==> config.mk <==
export PLATFORM = sky130hd
export DESIGN_NAME = bcd_counter2_flat
export DESIGN_NICKNAME = d
export VERILOG_FILES = /design/src/rtl/bcd_counter2_if.sv /design/src/rtl/bcd_counter2.sv /design/src/flat_wrapper.sv
export SDC_FILE = /design/constraint.sdc
export NUM_CORES = 1
export LEC_CHECK = 0
export CAP_MARGIN = 20
export CORE_MARGIN = 5
export CORE_UTILIZATION = 51
export CTS_CLUSTER_DIAMETER = 50
export DETAILED_ROUTE_END_ITERATION = 10
export PLACE_DENSITY = 0.8
export SYNTH_ARGS = -nofsm -noshare
export SYNTH_HDL_FRONTEND = slang
export SYNTH_SLANG_ARGS = --single-unit
==> constraint.sdc <==
create_clock -name Clock -period 1.8 [get_ports Clock]
set_input_delay 0.27 -clock Clock [delete_from_list [all_inputs] [get_ports Clock]]
set_output_delay 0.27 -clock Clock [all_outputs]
set_load 0.03 [all_outputs]
==> src/rtl/bcd_counter2_if.sv <==
// Purpose: bundles the control inputs and digit/pulse outputs of bcd_counter2.
// Latency: none, wires only.
// Backpressure: none; the counter has no flow control.
// Signals: En, Up, Load, LoadVal[7:0] (to counter); BCD1, BCD0, Tick, Carry (from counter).
interface bcd_counter2_if;
    logic       En;
    logic       Up;
    logic       Load;
    logic [7:0] LoadVal;
    logic [3:0] BCD1;
    logic [3:0] BCD0;
    logic       Tick;
    logic       Carry;

    // Master drives the controls and observes the digits.
    modport master (
        output En, Up, Load, LoadVal,
        input  BCD1, BCD0, Tick, Carry
    );

    // Slave is the counter itself.
    modport slave (
        input  En, Up, Load, LoadVal,
        output BCD1, BCD0, Tick, Carry
    );
endinterface

==> src/rtl/bcd_counter2.sv <==
// Purpose: two-digit BCD up/down counter (00-99) stepping once every PRESCALE enabled clocks.
// Latency: 1 clock from Load or a prescaler step to the digits/Tick/Carry; all outputs registered.
// Backpressure: none; En=0 freezes the prescaler and the digits with no loss of partial period.
// Ports: Clock, Reset (sync, active-high); bus.En/Up/Load/LoadVal in; bus.BCD1/BCD0/Tick/Carry out.
// Option: define BCD_COUNTER2_WRAP_EN to wrap 99->00 / 00->99; otherwise the count saturates.
module bcd_counter2 #(
    parameter int PRESCALE = 50000000,
    parameter int PW       = 26
) (
    input logic          Clock,
    input logic          Reset,
    bcd_counter2_if.slave bus
);

    localparam logic [PW-1:0] PC_LAST = PW'(PRESCALE - 1);

    logic [PW-1:0] pc;
    logic          expire;
    logic [3:0]    nxt1;
    logic [3:0]    nxt0;
    logic          term;

    assign expire = (pc == PC_LAST);

    // Out-of-range load nibbles are forced to 9 so the digits stay decimal.
    function automatic logic [3:0] clamp9(input logic [3:0] d);
        return (d > 4'd9) ? 4'd9 : d;
    endfunction

    // Digit values a step would produce, plus whether this step is at a limit.
    always_comb begin
        nxt1 = bus.BCD1;
        nxt0 = bus.BCD0;
        term = 1'b0;
        if (bus.Up) begin
            if (bus.BCD0 < 4'd9) begin
                nxt0 = bus.BCD0 + 4'd1;
            end else if (bus.BCD1 < 4'd9) begin
                nxt0 = 4'd0;
                nxt1 = bus.BCD1 + 4'd1;
            end else begin
                term = 1'b1;
`ifdef BCD_COUNTER2_WRAP_EN
                nxt1 = 4'd0;
                nxt0 = 4'd0;
`endif
            end
        end else begin
            if (bus.BCD0 > 4'd0) begin
                nxt0 = bus.BCD0 - 4'd1;
            end else if (bus.BCD1 > 4'd0) begin
                nxt0 = 4'd9;
                nxt1 = bus.BCD1 - 4'd1;
            end else begin
                term = 1'b1;
`ifdef BCD_COUNTER2_WRAP_EN
                nxt1 = 4'd9;
                nxt0 = 4'd9;
`endif
            end
        end
    end

    always_ff @(posedge Clock) begin
        if (Reset) begin
            pc        <= '0;
            bus.BCD1  <= 4'd0;
            bus.BCD0  <= 4'd0;
            bus.Tick  <= 1'b0;
            bus.Carry <= 1'b0;
        end else if (bus.Load) begin
            // Load beats a coincident expiry: no step, period restarts.
            pc        <= '0;
            bus.BCD1  <= clamp9(bus.LoadVal[7:4]);
            bus.BCD0  <= clamp9(bus.LoadVal[3:0]);
            bus.Tick  <= 1'b0;
            bus.Carry <= 1'b0;
        end else if (bus.En && expire) begin
            pc        <= '0;
            bus.BCD1  <= nxt1;
            bus.BCD0  <= nxt0;
            bus.Tick  <= 1'b1;
            bus.Carry <= term;
        end else begin
            // pc only advances while enabled; pulses last a single cycle.
            if (bus.En) begin
                pc <= pc + PW'(1);
            end
            bus.Tick  <= 1'b0;
            bus.Carry <= 1'b0;
        end
    end

endmodule

==> src/flat_wrapper.sv <==
// flat-port wrapper written by rule: the top's interface ports become plain ports
module bcd_counter2_flat 
#(
    parameter int PRESCALE = 50000000,
    parameter int PW       = 26
)
  (Clock, Reset, bus_En, bus_Up, bus_Load, bus_LoadVal, bus_BCD1, bus_BCD0, bus_Tick, bus_Carry);
  bcd_counter2_if bus_i ();
  input logic Clock;
  input logic Reset;
  input wire logic [$bits(bus_i.En)-1:0] bus_En;
  input wire logic [$bits(bus_i.Up)-1:0] bus_Up;
  input wire logic [$bits(bus_i.Load)-1:0] bus_Load;
  input wire logic [$bits(bus_i.LoadVal)-1:0] bus_LoadVal;
  output wire logic [$bits(bus_i.BCD1)-1:0] bus_BCD1;
  output wire logic [$bits(bus_i.BCD0)-1:0] bus_BCD0;
  output wire logic [$bits(bus_i.Tick)-1:0] bus_Tick;
  output wire logic [$bits(bus_i.Carry)-1:0] bus_Carry;
  assign bus_i.En = bus_En;
  assign bus_i.Up = bus_Up;
  assign bus_i.Load = bus_Load;
  assign bus_i.LoadVal = bus_LoadVal;
  assign bus_BCD1 = bus_i.BCD1;
  assign bus_BCD0 = bus_i.BCD0;
  assign bus_Tick = bus_i.Tick;
  assign bus_Carry = bus_i.Carry;
  bcd_counter2 #(.PRESCALE(PRESCALE), .PW(PW)) u_core (.Clock(Clock), .Reset(Reset), .bus(bus_i));
endmodule
==> metrics.csv, run 1 <==
stage,metric,value,unit
run_status,outcome,"complete, but fails checks",
run_status,violations,negative setup slack,
drt,drc_errors,0,
grt,track_usage,21.4,%
drt,drtIter0Drc,131,
clock_tree,clk_latency,0.29,ns
sta,finalClockSkew,0.00712,ns
floorplanning,core_area,4000,sq um
clock_tree,hold_buffers,0,
drt,post_drt_wl_per_cell,17.4,um
sta,setup_ws,-0.0277,ns
synth,ys_async_sr_fraction,0,%
clock_tree,htree_levels,2,
worst_setup_path,rr_worst_depth,7,
worst_hold_path,whs_path_depth,2,
sta,grt_setup_unrepaired,yes,
worst_setup_path,path_class,reg -> reg,
sta,maxSlewHeadroom,70.0,%
power,power.leakage,0.00126,uW
place,dpl_worst_slack,-0.385,ns
floorplanning,start_util,52.6,%
clock_tree,cts_tree,done,
final_layout,fin_nets,338,
final_layout,drive_gt1_share,35.4,%
synth,yosysWarnings,0,
drt,routed_wl,6.44,mm
sta,hold_viol_final,0,
worst_setup_path,worstSetupStartpointType,flip-flop,
floorplanning,dieWidth,74.2,um
power,power.density,575,nW/um^2
grt,grt_max_degree,21,
drt,ant_nets,0,
synth,ys_seq_area_share,34.3,%
power,ir_worst_vdd,0.632,mV
sta,min_period_over_period,102,%
final_layout,syn_to_final_growth,48.8,%
clock_tree,clkTransAtPathRegs,0.07,ns
drt,vias,2145,
sta,hold_ws,0.542,ns
place,io_buffer_count,22,
worst_hold_path,hp-class,reg -> reg,
flow_run,max_cap_viol_count,0,
grt,grt_antenna_before_repair,0,
clock_tree,clock-sinks,36,
grt,grt_pass1_vias,2000,
synth,synth_fp_nets,266,
sta,fmax,547,MHz
worst_setup_path,crit_fanout,8,
sta,finalCriticalPeriod,1.83,ns
grt,gr-total-overflow,0,
floorplanning,die_y,74.2,um
synth,synth_flop_cell,dfxtp_1,
sta,worstMarginPinSlew,0.450,ns
drt,detail_route.vias_per_cell,5.81,
worst_setup_path,endpoint_kind,flip-flop,
place,routabilityCongestion,0.908,
floorplanning,dieArea,5510,sq um
synth,syn_avg_cell_area,8.55,sq um
clock_tree,clockBufferDepth,2,
synth,syn_area,2100,sq um
synth,synth_edf_count,0,
grt,grt_pass1_wl,9.18,mm
synth,synth.distinct_cells,52,
sta,setup_violations,2,
final_layout,diodes,0,
clock_tree,cts_made_buffers,5,
synth,synth-seq-cells,36,
floorplanning,ios,23,
clock_tree,cts_root_buffer,clkbuf_8,
synth,synth_cells,246,
sta,drv_slew,0,
drt,dr.pass1.iters,4,
floorplanning,rows,23,
worst_setup_path,worstPathRequired,1.96,ns
final_layout,utilization,78.3,%
place,dp_hpwl,3.97,mm
worst_setup_path,arrival,1.99,ns
[per-stage QoR]
stage	total power (uW)	cells	area, sq um	setup TNS (ns)
after floorplan	1040	246	2160	0
after global placement	1180	353	2740	-7.70
after detailed placement	1190	353	2740	-10.06
after CTS	1780	361	2900	-0.0374
after global routing	1880	369	3130	-1.08
final	1800	369	3130	-0.0359
[repair_timing]
action                     in CTS  in global routing
setup buffers                   0                  8
setup endpoints to repair      14                 22
resized for setup              19                 41
pin swaps                       4                  8
[logic make-up (layout without fill, tap and decap cells)]
| logic type | after synthesis | after routing | share of synthesized area, % |
|---|---|---|---|
| buf+inv | 24 | 97 | 5.24 |
| fa+ha+maj | 7 | 7 | 4.52 |
| compound gates | 40 | 40 | 14.7 |
| mux | 3 | 3 | 1.43 |
| simple gates | 108 | 108 | 28.2 |
| xor+xnor | 28 | 28 | 11.7 |
| flops | 36 | 36 | 34.3 |
[synth_stat cells, types with 3 or more instances]
cell      count  area (sq um)
o21a_1        4          30.0
nand2_1      11          41.3
nand2b_1      3          18.8
nor2_1       36           135
clkbuf_1      7          26.3
nand3_1       9          45.0
nor4_1        5          31.3
o41ai_1       4          35.0
xnor2_1      20           175
or3_1         3          18.8
xor2_1        8          70.1
o21ai_0       5          25.0
nor4b_1       4          35.0
nand4_1       9          56.3
o211ai_1      5          37.5
inv_1         9          33.8
ha_1          6          75.1
mux2i_1       3          30.0
nor3_1       12          60.1
buf_2         4          20.0
dfxtp_1      36           721
o31ai_1       4          30.0
[state kept, by name, summed over array words and instances (netlist names)]
name and count:
u_core.bus.BCD1 4, u_core.bus.BCD0 4, u_core.pc 26, u_core.bus.Tick 1, u_core.bus.Carry 1
[placed cells by master, fill, tap and decap left out, types with 4 or more instances in the layout]
cell type	n
nor4_4	7
dfxtp_1	21
clkbuf_8	6
ha_1	4
nand3_1	8
dfxtp_4	4
clkdlybuf4s50_1	16
nor3_1	11
nand2_1	10
buf_4	51
nand4_1	9
dfxtp_2	11
xnor2_1	20
nor2_1	36
o211ai_1	5
inv_1	8
xor2_1	8
[where the power goes]
| group | internal, uW | switching, uW |
|---|---|---|
| Clock | 312 | 279 |
| Combinational | 182 | 196 |
| Sequential | 809 | 22.5 |
[routing by layer]
layer | up-vias | wire length (um) | global-route usage, %
met5 | - | 0 | 0
met4 | 0 | 217 | 6.32
met3 | 18 | 295 | 5.54
met2 | 55 | 3370 | 38.5
met1 | 1039 | 2550 | 24.9
li1 | 1033 | - | -
[area by class of cell]
class	count	area [sq um]
tap	50	62.6
inverter	11	41.3
fill	270	870
clock buffer	8	90.1
timing repair buffer	78	681
multi-input combinational	186	1510
sequential	36	749
[path summary, 6_finish.rpt]
kind                                   startpoint                               to  slack, ns
setup / recovery  u_core.bus.BCD0[0]$_SDFFE_PP0P_  u_core.bus.BCD1[3]$_SDFFE_PP0P_      -0.03
hold / removal    u_core.bus.BCD0[0]$_SDFFE_PP0P_  u_core.bus.BCD0[0]$_SDFFE_PP0P_       0.54
setup reg to reg  u_core.bus.BCD0[0]$_SDFFE_PP0P_  u_core.bus.BCD1[3]$_SDFFE_PP0P_      -0.03
hold reg to reg   u_core.bus.BCD0[0]$_SDFFE_PP0P_  u_core.bus.BCD0[0]$_SDFFE_PP0P_       0.54
[critical path: stages (launching register included)]
cell and delay, ns:
dfxtp_4 0.35, inv_2 0.09, ha_2 0.21, nor4b_4 0.25, o21a_1 0.21, o32ai_4 0.15
o211ai_1 0.31, o41ai_2 0.14
Note: power is estimated with default switching activity, not from simulation.
==> run 2: changes to the inputs <==
- GPL_ROUTABILITY_DRIVEN: default -> 0
==> results of run 2 <==
The final DEF is identical to that of run 1; final timing and power are the same.
==> run 3: changes to the inputs <==
- SETUP_SLACK_MARGIN: default -> 0.2
==> run 3 against run 2 <==
The flow still finishes with violations (negative setup slack). Non-clock buffer count increased by 14. Cell area increased by 14%. Global-route usage increased by 3.8 points. Critical path depth unchanged. Worst hold slack got worse by 0.0066 ns. Cell count increased by 3.8%. Total power increased by 2.6%. Sequential share of layout area decreased by 2.6 points. Combinational power increased by 16%. Wire length increased by 23%. Largest power group unchanged.
==> metrics.csv, run 3 (synthesized netlist as in run 1, its figures left out) <==
stage,metric,value,unit
worst_setup_path,crit_chain,nor4b_4 > nand4_1 > or4_4 > nand3_4 > buf_6 > buf_16 > nor2_1,
sta,grt_setup_unrepaired,yes,
final_layout,reg_top3,"u_core.pc: 26 flops, u_core.bus.BCD0: 4 flops, u_core.bus.BCD1: 4 flops",
final_layout,utilization,89.0,%
final_layout,final_cell_mix,"buf_4, nor2_1, dfxtp_1",
sta,setup_violations,32,
flow_run,max_cap_viol_count,0,
final_layout,syn_to_final_growth,69.2,%
sta,drv_slew,0,
grt,grt_max_degree,15,
drt,routed_wl,7.89,mm
sta,hold_viol_final,0,
drt,detail_route.vias_per_cell,6.08,
place,io_buffer_count,22,
clock_tree,clockBufferDepth,2,
clock_tree,cts_made_buffers,5,
grt,grt_pass1_vias,2258,
final_layout,largest_reg_flops,26,
final_layout,multi_input_area,1760,sq um
clock_tree,clkTransAtPathRegs,0.08,ns
final_layout,fin_nets,352,
floorplanning,die_y,74.2,um
floorplanning,dieArea,5510,sq um
sta,min_period_over_period,107,%
sta,fmax,518,MHz
sta,maxSlewHeadroom,67.6,%
clock_tree,clock-sinks,36,
sta,worstMarginPinSlew,0.485,ns
grt,grt_antenna_before_repair,0,
final_layout,fin_cells,383,
floorplanning,core_area,4000,sq um
floorplanning,start_util,52.6,%
final_layout,diodes,0,
clock_tree,hold_buffers,0,
sta,finalCriticalPeriod,1.93,ns
final_layout,regMostFlops,u_core.pc,
final_layout,drive_gt1_share,49.8,%
place,dpl_worst_slack,-0.375,ns
run_status,outcome,"complete, but fails checks",
power,power.density,519,nW/um^2
run_status,violations,negative setup slack,
place,place_inst,352,
drt,drc_errors,0,
worst_setup_path,path_class,reg -> reg,
worst_setup_path,slowest_stage,or4_4,
clock_tree,clk_latency,0.30,ns
final_layout,seq_area,759,sq um
sta,setup_ws,-0.129,ns
worst_setup_path,crit_fanout,7,
worst_setup_path,worstSetupStartpointType,flip-flop,
power,ir_worst_vdd,0.538,mV
grt,gr-total-overflow,0,
power,p_total,1850,uW
final_layout,layout_commonest_cell,buf_4,
clock_tree,cts_tree,done,
final_layout,fillers,180,
worst_setup_path,endpoint_kind,flip-flop,
power,power.leakage,0.00142,uW
floorplanning,ios,23,
place,dp_hpwl,3.91,mm
drt,ant_nets,0,
floorplanning,dieWidth,74.2,um
worst_setup_path,arrival,2.12,ns
worst_hold_path,hp-class,in -> reg,
drt,dr.pass1.iters,4,
floorplanning,rows,23,
worst_setup_path,cp_slowest_stage_delay,0.50,ns
clock_tree,cts_root_buffer,clkbuf_8,
worst_setup_path,worstPathRequired,1.99,ns
drt,vias,2327,
clock_tree,htree_levels,2,
drt,post_drt_wl_per_cell,20.6,um
sta,finalClockSkew,0.0123,ns
drt,drtIter0Drc,164,
grt,track_usage,25.1,%
grt,grt_pass1_wl,10.6,mm
[run 3: changes by cell type in the layout (fill, tap and decap cells not counted), moves of 6 or more]
cell	previous run	this run
nor2_4	0	10
nor3_1	11	4
buf_4	51	60
dlygate4sd2_1	3	9
nor2_1	36	21
[run 3: critical path, delay by kind of cell (launching register included)]
kind          cells  cell delay (ns)
simple gates      5             1.19
buf+inv           2             0.27
flops             1             0.37
[run 3: per-stage QoR]
step / TNS (ns) / hold slack [ns] / cell area (sq um)
2_1_floorplan: 0 / 0.418 / 2300
3_3_place_gp: -10.14 / 0.495 / 2840
3_5_place_dp: -10.89 / 0.502 / 2840
4_1_cts: 0 / 0.497 / 3190
5_1_grt: -2.99 / 0.576 / 3560
6_report: -2.38 / 0.536 / 3560
[run 3: final timing paths]
check | start | to | slack (ns) | depth (start not counted)
max | u_core.pc[10]$_SDFFE_PP0P_ | u_core.pc[7]$_SDFFE_PP0P_ | -0.13 | 7
min | bus_En | u_core.pc[1]$_SDFFE_PP0P_ | 0.54 | 4
max reg2reg | u_core.pc[10]$_SDFFE_PP0P_ | u_core.pc[7]$_SDFFE_PP0P_ | -0.13 | 7
min reg2reg | u_core.pc[23]$_SDFFE_PP0P_ | u_core.pc[23]$_SDFFE_PP0P_ | 0.56 | 2
[run 3: cell type report]
type / count / area share (%)
multi-input cells: 186 / 49.4
repair buffers: 92 / 23.8
flip-flops and latches: 36 / 21.3
clock buffers: 7 / 2.14
well taps: 50 / 1.76
inverters: 11 / 1.41
clock inverters: 1 / 0.141
[run 3: what timing repair did]
| item | CTS | global route |
|---|---|---|
| setup buffers | 10 | 9 |
| pin swaps | 25 | 30 |
| endpoints found under the setup margin | 44 | 38 |
| resized for setup | 47 | 58 |
| cloned | 2 | 2 |
[run 3: layer usage]
metal	wire (um)	GRT usage, %
met1	2960	27.7
met3	411	4.59
met4	313	9.09
met2	4210	47.6
met5	0	0
[run 3: power by group]
part | switching, uW | leakage (uW) | internal [uW] | total [uW]
Sequential | 33.9 | 0.000301 | 806 | 840
Combinational | 225 | 0.00107 | 213 | 438
Clock | 298 | 0.0000422 | 272 | 570
Total | 557 | 0.00142 | 1290 | 1850
